File: config.mk
export PLATFORM = sky130hd
export DESIGN_NAME = ccc_lock_reset_sequencer_flat
export DESIGN_NICKNAME = d
export VERILOG_FILES = /design/src/rtl/ccc_lock_reset_sequencer_if.sv /design/src/rtl/ccc_lock_reset_sequencer.sv /design/src/flat_wrapper.sv
export SDC_FILE = /design/constraint.sdc
export NUM_CORES = 1
export LEC_CHECK = 0
export ABC_CLOCK_PERIOD_IN_PS = 2100
export CORE_ASPECT_RATIO = 0.5
export CORE_UTILIZATION = 40
export DETAILED_ROUTE_END_ITERATION = 16
export PLACE_DENSITY_LB_ADDON = 0.08
export SLEW_MARGIN = 0
export SYNTH_ARGS = -nofsm -noshare
export SYNTH_HDL_FRONTEND = slang
export SYNTH_SLANG_ARGS = --single-unit
export TNS_END_PERCENT = 10
File: constraint.sdc
create_clock -name FAB_CLK -period 2.1 [get_ports FAB_CLK]
set_clock_uncertainty 0.05 [all_clocks]
set_input_delay 0.42 -clock FAB_CLK [delete_from_list [all_inputs] [get_ports FAB_CLK]]
set_output_delay 0.42 -clock FAB_CLK [all_outputs]
set_load 0.02 [all_outputs]
File: src/rtl/ccc_lock_reset_sequencer_if.sv
// CCC supervisor bundle: lock inputs, status and control in,
// staged reset and status outputs out.
interface ccc_lock_reset_sequencer_if;
  logic       FAB_LOCK;
  logic       MSS_LOCK;
  logic       REQUIRE_MSS_LOCK;
  logic       CLR_STATUS;
  logic       CORE_RESET;
  logic       PERIPH_RESET;
  logic       READY;
  logic       LOCK_LOST;
  logic       TIMEOUT_ERR;
  logic [7:0] LOSS_COUNT;
  logic [1:0] STATE;

  modport master (
    output FAB_LOCK, MSS_LOCK,
    output REQUIRE_MSS_LOCK, CLR_STATUS,
    input  CORE_RESET, PERIPH_RESET, READY,
    input  LOCK_LOST, TIMEOUT_ERR,
    input  LOSS_COUNT, STATE
  );

  modport slave (
    input  FAB_LOCK, MSS_LOCK,
    input  REQUIRE_MSS_LOCK, CLR_STATUS,
    output CORE_RESET, PERIPH_RESET, READY,
    output LOCK_LOST, TIMEOUT_ERR,
    output LOSS_COUNT, STATE
  );
endinterface

File: src/rtl/ccc_lock_reset_sequencer.sv
// CCC lock supervisor: qualifies synchronized lock, then
// releases core reset and peripheral reset in stages.
module ccc_lock_reset_sequencer #(
  parameter int SYNC_STAGES    = 2,
  parameter int STABLE_CYCLES  = 1024,
  parameter int STAGE_DELAY    = 16,
  parameter int TIMEOUT_CYCLES = 65536,
  parameter int CNT_W          = 17
) (
  input  logic FAB_CLK,
  input  logic FAB_RESET,
  ccc_lock_reset_sequencer_if.slave bus
);
  typedef enum logic [1:0] {
    WAIT_LOCK    = 2'd0,
    STABILIZE    = 2'd1,
    RELEASE_CORE = 2'd2,
    RUN          = 2'd3
  } state_t;

  localparam logic [CNT_W-1:0] STABLE_LAST =
    CNT_W'(STABLE_CYCLES - 1);
  localparam logic [CNT_W-1:0] DELAY_LAST =
    CNT_W'(STAGE_DELAY - 1);
  localparam logic [CNT_W-1:0] TMR_LAST =
    CNT_W'(TIMEOUT_CYCLES - 1);
  localparam logic [CNT_W-1:0] TMR_HIT =
    CNT_W'(TIMEOUT_CYCLES - 2);

  state_t                 state;
  logic [SYNC_STAGES-1:0] fab_sync;
  logic [SYNC_STAGES-1:0] mss_sync;
  logic [CNT_W-1:0]       cnt;
  logic [CNT_W-1:0]       tmr;
  logic                   fab_s;
  logic                   mss_s;
  logic                   lock_q;
  logic                   loss;
  logic                   tmr_run;
  logic                   tmr_hit;

  assign fab_s   = fab_sync[SYNC_STAGES-1];
  assign mss_s   = mss_sync[SYNC_STAGES-1];
  // REQUIRE_MSS_LOCK bypasses the synchronizers on purpose
  assign lock_q  = fab_s & (mss_s | ~bus.REQUIRE_MSS_LOCK);
  assign loss    = ~lock_q &
                   (state == RELEASE_CORE || state == RUN);
  assign tmr_run = (state == WAIT_LOCK || state == STABILIZE);
  assign tmr_hit = tmr_run && (tmr == TMR_HIT);
  assign bus.STATE = state;

  always_ff @(posedge FAB_CLK) begin
    if (FAB_RESET) begin
      state            <= WAIT_LOCK;
      fab_sync         <= '0;
      mss_sync         <= '0;
      cnt              <= '0;
      tmr              <= '0;
      bus.CORE_RESET   <= 1'b1;
      bus.PERIPH_RESET <= 1'b1;
      bus.READY        <= 1'b0;
      bus.LOCK_LOST    <= 1'b0;
      bus.TIMEOUT_ERR  <= 1'b0;
      bus.LOSS_COUNT   <= '0;
    end else begin
      fab_sync <= {fab_sync[SYNC_STAGES-2:0], bus.FAB_LOCK};
      mss_sync <= {mss_sync[SYNC_STAGES-2:0], bus.MSS_LOCK};

      if (tmr_run)
        tmr <= (tmr == TMR_LAST) ? '0 : tmr + CNT_W'(1);

      if (tmr_hit)
        bus.TIMEOUT_ERR <= 1'b1;
      else if (bus.CLR_STATUS)
        bus.TIMEOUT_ERR <= 1'b0;

      // a coincident clear restarts the count at this event
      if (loss) begin
        bus.LOCK_LOST <= 1'b1;
        if (bus.CLR_STATUS)
          bus.LOSS_COUNT <= 8'd1;
        else if (bus.LOSS_COUNT != 8'hFF)
          bus.LOSS_COUNT <= bus.LOSS_COUNT + 8'd1;
      end else if (bus.CLR_STATUS) begin
        bus.LOCK_LOST  <= 1'b0;
        bus.LOSS_COUNT <= '0;
      end

      unique case (state)
        WAIT_LOCK: begin
          if (lock_q) begin
            state <= STABILIZE;
            cnt   <= '0;
          end
        end
        STABILIZE: begin
          if (!lock_q) begin
            state <= WAIT_LOCK;
            cnt   <= '0;
          end else if (cnt == STABLE_LAST) begin
            state          <= RELEASE_CORE;
            cnt            <= '0;
            bus.CORE_RESET <= 1'b0;
          end else begin
            cnt <= cnt + CNT_W'(1);
          end
        end
        RELEASE_CORE: begin
          if (loss) begin
            state            <= WAIT_LOCK;
            cnt              <= '0;
            tmr              <= '0;
            bus.CORE_RESET   <= 1'b1;
            bus.PERIPH_RESET <= 1'b1;
            bus.READY        <= 1'b0;
          end else if (cnt == DELAY_LAST) begin
            state            <= RUN;
            cnt              <= '0;
            bus.PERIPH_RESET <= 1'b0;
            bus.READY        <= 1'b1;
          end else begin
            cnt <= cnt + CNT_W'(1);
          end
        end
        RUN: begin
          if (loss) begin
            state            <= WAIT_LOCK;
            cnt              <= '0;
            tmr              <= '0;
            bus.CORE_RESET   <= 1'b1;
            bus.PERIPH_RESET <= 1'b1;
            bus.READY        <= 1'b0;
          end
        end
      endcase
    end
  end
endmodule

File: src/flat_wrapper.sv
// flat-port wrapper written by rule: the top's interface ports become plain ports
module ccc_lock_reset_sequencer_flat 
#(
  parameter int SYNC_STAGES    = 2,
  parameter int STABLE_CYCLES  = 1024,
  parameter int STAGE_DELAY    = 16,
  parameter int TIMEOUT_CYCLES = 65536,
  parameter int CNT_W          = 17
)
  (FAB_CLK, FAB_RESET, bus_FAB_LOCK, bus_MSS_LOCK, bus_REQUIRE_MSS_LOCK, bus_CLR_STATUS, bus_CORE_RESET, bus_PERIPH_RESET, bus_READY, bus_LOCK_LOST, bus_TIMEOUT_ERR, bus_LOSS_COUNT, bus_STATE);
  ccc_lock_reset_sequencer_if bus_i ();
  input  logic FAB_CLK;
  input  logic FAB_RESET;
  input wire logic [$bits(bus_i.FAB_LOCK)-1:0] bus_FAB_LOCK;
  input wire logic [$bits(bus_i.MSS_LOCK)-1:0] bus_MSS_LOCK;
  input wire logic [$bits(bus_i.REQUIRE_MSS_LOCK)-1:0] bus_REQUIRE_MSS_LOCK;
  input wire logic [$bits(bus_i.CLR_STATUS)-1:0] bus_CLR_STATUS;
  output wire logic [$bits(bus_i.CORE_RESET)-1:0] bus_CORE_RESET;
  output wire logic [$bits(bus_i.PERIPH_RESET)-1:0] bus_PERIPH_RESET;
  output wire logic [$bits(bus_i.READY)-1:0] bus_READY;
  output wire logic [$bits(bus_i.LOCK_LOST)-1:0] bus_LOCK_LOST;
  output wire logic [$bits(bus_i.TIMEOUT_ERR)-1:0] bus_TIMEOUT_ERR;
  output wire logic [$bits(bus_i.LOSS_COUNT)-1:0] bus_LOSS_COUNT;
  output wire logic [$bits(bus_i.STATE)-1:0] bus_STATE;
  assign bus_i.FAB_LOCK = bus_FAB_LOCK;
  assign bus_i.MSS_LOCK = bus_MSS_LOCK;
  assign bus_i.REQUIRE_MSS_LOCK = bus_REQUIRE_MSS_LOCK;
  assign bus_i.CLR_STATUS = bus_CLR_STATUS;
  assign bus_CORE_RESET = bus_i.CORE_RESET;
  assign bus_PERIPH_RESET = bus_i.PERIPH_RESET;
  assign bus_READY = bus_i.READY;
  assign bus_LOCK_LOST = bus_i.LOCK_LOST;
  assign bus_TIMEOUT_ERR = bus_i.TIMEOUT_ERR;
  assign bus_LOSS_COUNT = bus_i.LOSS_COUNT;
  assign bus_STATE = bus_i.STATE;
  ccc_lock_reset_sequencer #(.SYNC_STAGES(SYNC_STAGES), .STABLE_CYCLES(STABLE_CYCLES), .STAGE_DELAY(STAGE_DELAY), .TIMEOUT_CYCLES(TIMEOUT_CYCLES), .CNT_W(CNT_W)) u_core (.FAB_CLK(FAB_CLK), .FAB_RESET(FAB_RESET), .bus(bus_i));
endmodule
==> run metrics <==
Worst EP arrival 2.34 ns; CP peak stage delay 0.55 ns; crit share post-route 1.05; Req. time, crit path 2.23 ns; sequential power share 0.514; P_leak 1.27 nW; Post-Route Utilization 0.563; worst-path cell chain or4_4 > nor4_4 > a31oi_2 > o2111ai_2 > buf_4 > buf_6 > nor2b_1 > o21a_1; fin area 3230 µm²; Hold Slack 0.398 ns; share of cells above drive strength 1 0.168; hold path cells 1; Pwr Density 628 nW/µm²; antenna-violating nets left 0; combinational share of power 0.104; # H-tree levels 2; Inserted Diodes 0; yosys warns 0; Final Setup Violations 7; Post-CTS Hold Fix Bufs 0; Tot Pwr 2.03 mW; DRC violations left 0; Total Wirelength 5.75 mm; Tmin final 2.20 ns; mapped cell area 2490 µm²; Synth Flop Type dfxtp_1; CTS sink cnt 53; Int Power 1.54 mW; wire per inst 13.4 µm; placed wire-length estimate 4.18 mm; Hold Crit Endpoint u_core.fab_sync[1]; number of port buffers 20; Nets 360; # fillers 525; CP startpoint kind register; Hold Crit Class reg -> reg; TritonCTS buffer count 5; Core Rows 19; largest net degree at the start of global routing 18; most common cell after layout, fill and taps aside dfxtp_1; Hold Startpoint u_core.fab_sync[0]; 1st-pass router iterations 4; initial antenna violation count 0; die width 114 µm; fin cells 429; Max Cap Viol 0; DP Area 3020 µm²; synthesis-to-layout area growth 29.5%; Total Neg Setup Slack -0.593 ns; Mapped Nets 303; Worst Path Max Fanout 6; vias per cell 5.17; GR Overflow Total 0; Placed Cells 420; Sw Pwr 0.484 mW; clock share of power 0.382; via count 2,218; failing checks setup timing; gpl congestion 0.851; Place WS -0.182 ns; Cells after Synth 289; most frequent cells in the layout dfxtp_1 (52), nor2_1 (51), buf_4 (32); Seq/Total Area, Yosys 0.426; CP Capture Type register; #FFs+latches synth 53; Sw Share 0.239; VDD IR max 0.409 mV; CTS tree done; syn avg cell area 8.62 µm²; Final Worst Setup Slack -0.103 ns; Clock Tree Root clkbuf_16; vias in the first global route 2,114; Slew Limit Headroom 0.637; critical path class reg -> reg; die height 57.8 µm; R2R depth 8; Max Buffers Root-to-Sink 2; Slowest-stage cell, CP or4_4; Initial Util 0.435; first-pass GRT wire length 9.47 mm; worst reg2reg setup slack -0.10 ns; FMAX 454 MHz; reg2reg start u_core.cnt[15]; final hold viol count 0; Worst-Margin Slew 0.545 ns; Reg clk slew, reported paths 0.06 ns; I/O pin cnt 21; number of flops mapped to enable cells by yosys 0; initial drt markers 82; Slew Limit Fails 0; Total GRT Usage 0.187; status finished, violations left; die footprint 6570 µm²; Core Area 5730 µm²; RSZ-0062 raised after global routing yes; Post-synth ARST share 0; worst skew pair latency 0.29 ns; reg-to-reg critical path endpoint u_core.cnt[15]; Netlist cell types 45
synth_stat cells, types with 2 or more instances:
master     n  area [µm²]
dfxtp_1   53        1060
nor2_1    52         195
nand2_1   25        93.8
xor2_1    23         201
nand3_1   15        75.1
nand4_1   11        68.8
o21ai_0    9        45.0
a21oi_1    8        40.0
ha_1       8         100
nor3_1     8        40.0
inv_1      7        26.3
and3_1     6        37.5
and4_1     6        52.6
nor2b_1    6        37.5
xnor2_1    5        43.8
a21o_1     4        30.0
clkbuf_1   4        15.0
and2_1     3        18.8
mux2i_1    3        30.0
or3_1      3        18.8
a211oi_1   2        15.0
a31oi_1    2        12.5
nand3b_1   2        15.0
nor4_1     2        12.5
o31ai_1    2        15.0
registers in the layout (all words and copies together) (netlist names):
name                     count
u_core.mss_sync              2
u_core.bus.TIMEOUT_ERR       1
u_core.fab_sync              2
u_core.bus.CORE_RESET        1
u_core.bus.PERIPH_RESET      1
u_core.cnt                  17
u_core.bus.STATE             2
u_core.tmr                  17
u_core.bus.LOSS_COUNT        8
u_core.bus.READY             1
u_core.bus.LOCK_LOST         1
worst max-delay path: cells and delay by family (launching register included):
| kind | cells | cell delay (ns) |
|---|---|---|
| AO/OA/AOI/OAI | 3 | 0.57 |
| flip-flops | 1 | 0.32 |
| AND/OR/NAND/NOR | 3 | 0.87 |
| buffers and inverters | 2 | 0.28 |
cell families after synthesis:
kind of cell,count (synthesis),synth area share
xor+xnor,28,0.0984
mux,4,0.0166
fa+ha+maj,8,0.0402
compound gates,39,0.104
buf+inv,12,0.0211
flops,53,0.426
simple gates,145,0.293
routing by layer:
layer  track usage  wire [µm]  vias up
met5             0          0        -
met4        0.0620         64        0
met3        0.0481        169        8
met2         0.327       2800       15
met1         0.228       2720     1074
li1              -          -     1121
power groups by stage:
stage | clock, mW | sequential [mW] | combinational [mW]
2_1_floorplan | 0 | 1.07 | 0.111
3_3_place_gp | 0 | 1.06 | 0.197
3_5_place_dp | 0 | 1.07 | 0.203
4_1_cts | 0.806 | 1.04 | 0.205
5_1_grt | 0.847 | 1.04 | 0.235
6_report | 0.773 | 1.04 | 0.211
how the worst max path moves through the flow:
| stage | start | end | slack, ns | cells after the start |
|---|---|---|---|---|
| 2_1_floorplan | u_core.cnt[12] | u_core.cnt[11] | 0.003 | 7 |
| 3_3_place_gp | bus_REQUIRE_MSS_LOCK | u_core.cnt[16] | -0.15 | 7 |
| 3_5_place_dp | bus_REQUIRE_MSS_LOCK | u_core.cnt[0] | -0.18 | 7 |
| 4_1_cts | u_core.cnt[0] | u_core.cnt[14] | -0.09 | 8 |
| 5_1_grt | u_core.cnt[15] | u_core.cnt[15] | -0.16 | 8 |
| 6_report | u_core.cnt[15] | u_core.cnt[15] | -0.10 | 8 |
layout make-up:
class	instances	area, µm²	share of cell area
tap	84	105	0.0326
sequential	53	1060	0.329
inverter	7	26.3	0.00814
timing repair buffer	55	474	0.147
multi-input combinational	224	1430	0.443
clock buffer	5	125	0.0388
clock inverter	1	5.00	0.00155
what timing repair did:
action	CTS	global route
setup endpoints to repair	28	35
pin swaps	2	4
setup buffers	0	2
cloned	0	1
gates resized for setup	3	14
Note: power is estimated with default switching activity, not from simulation.
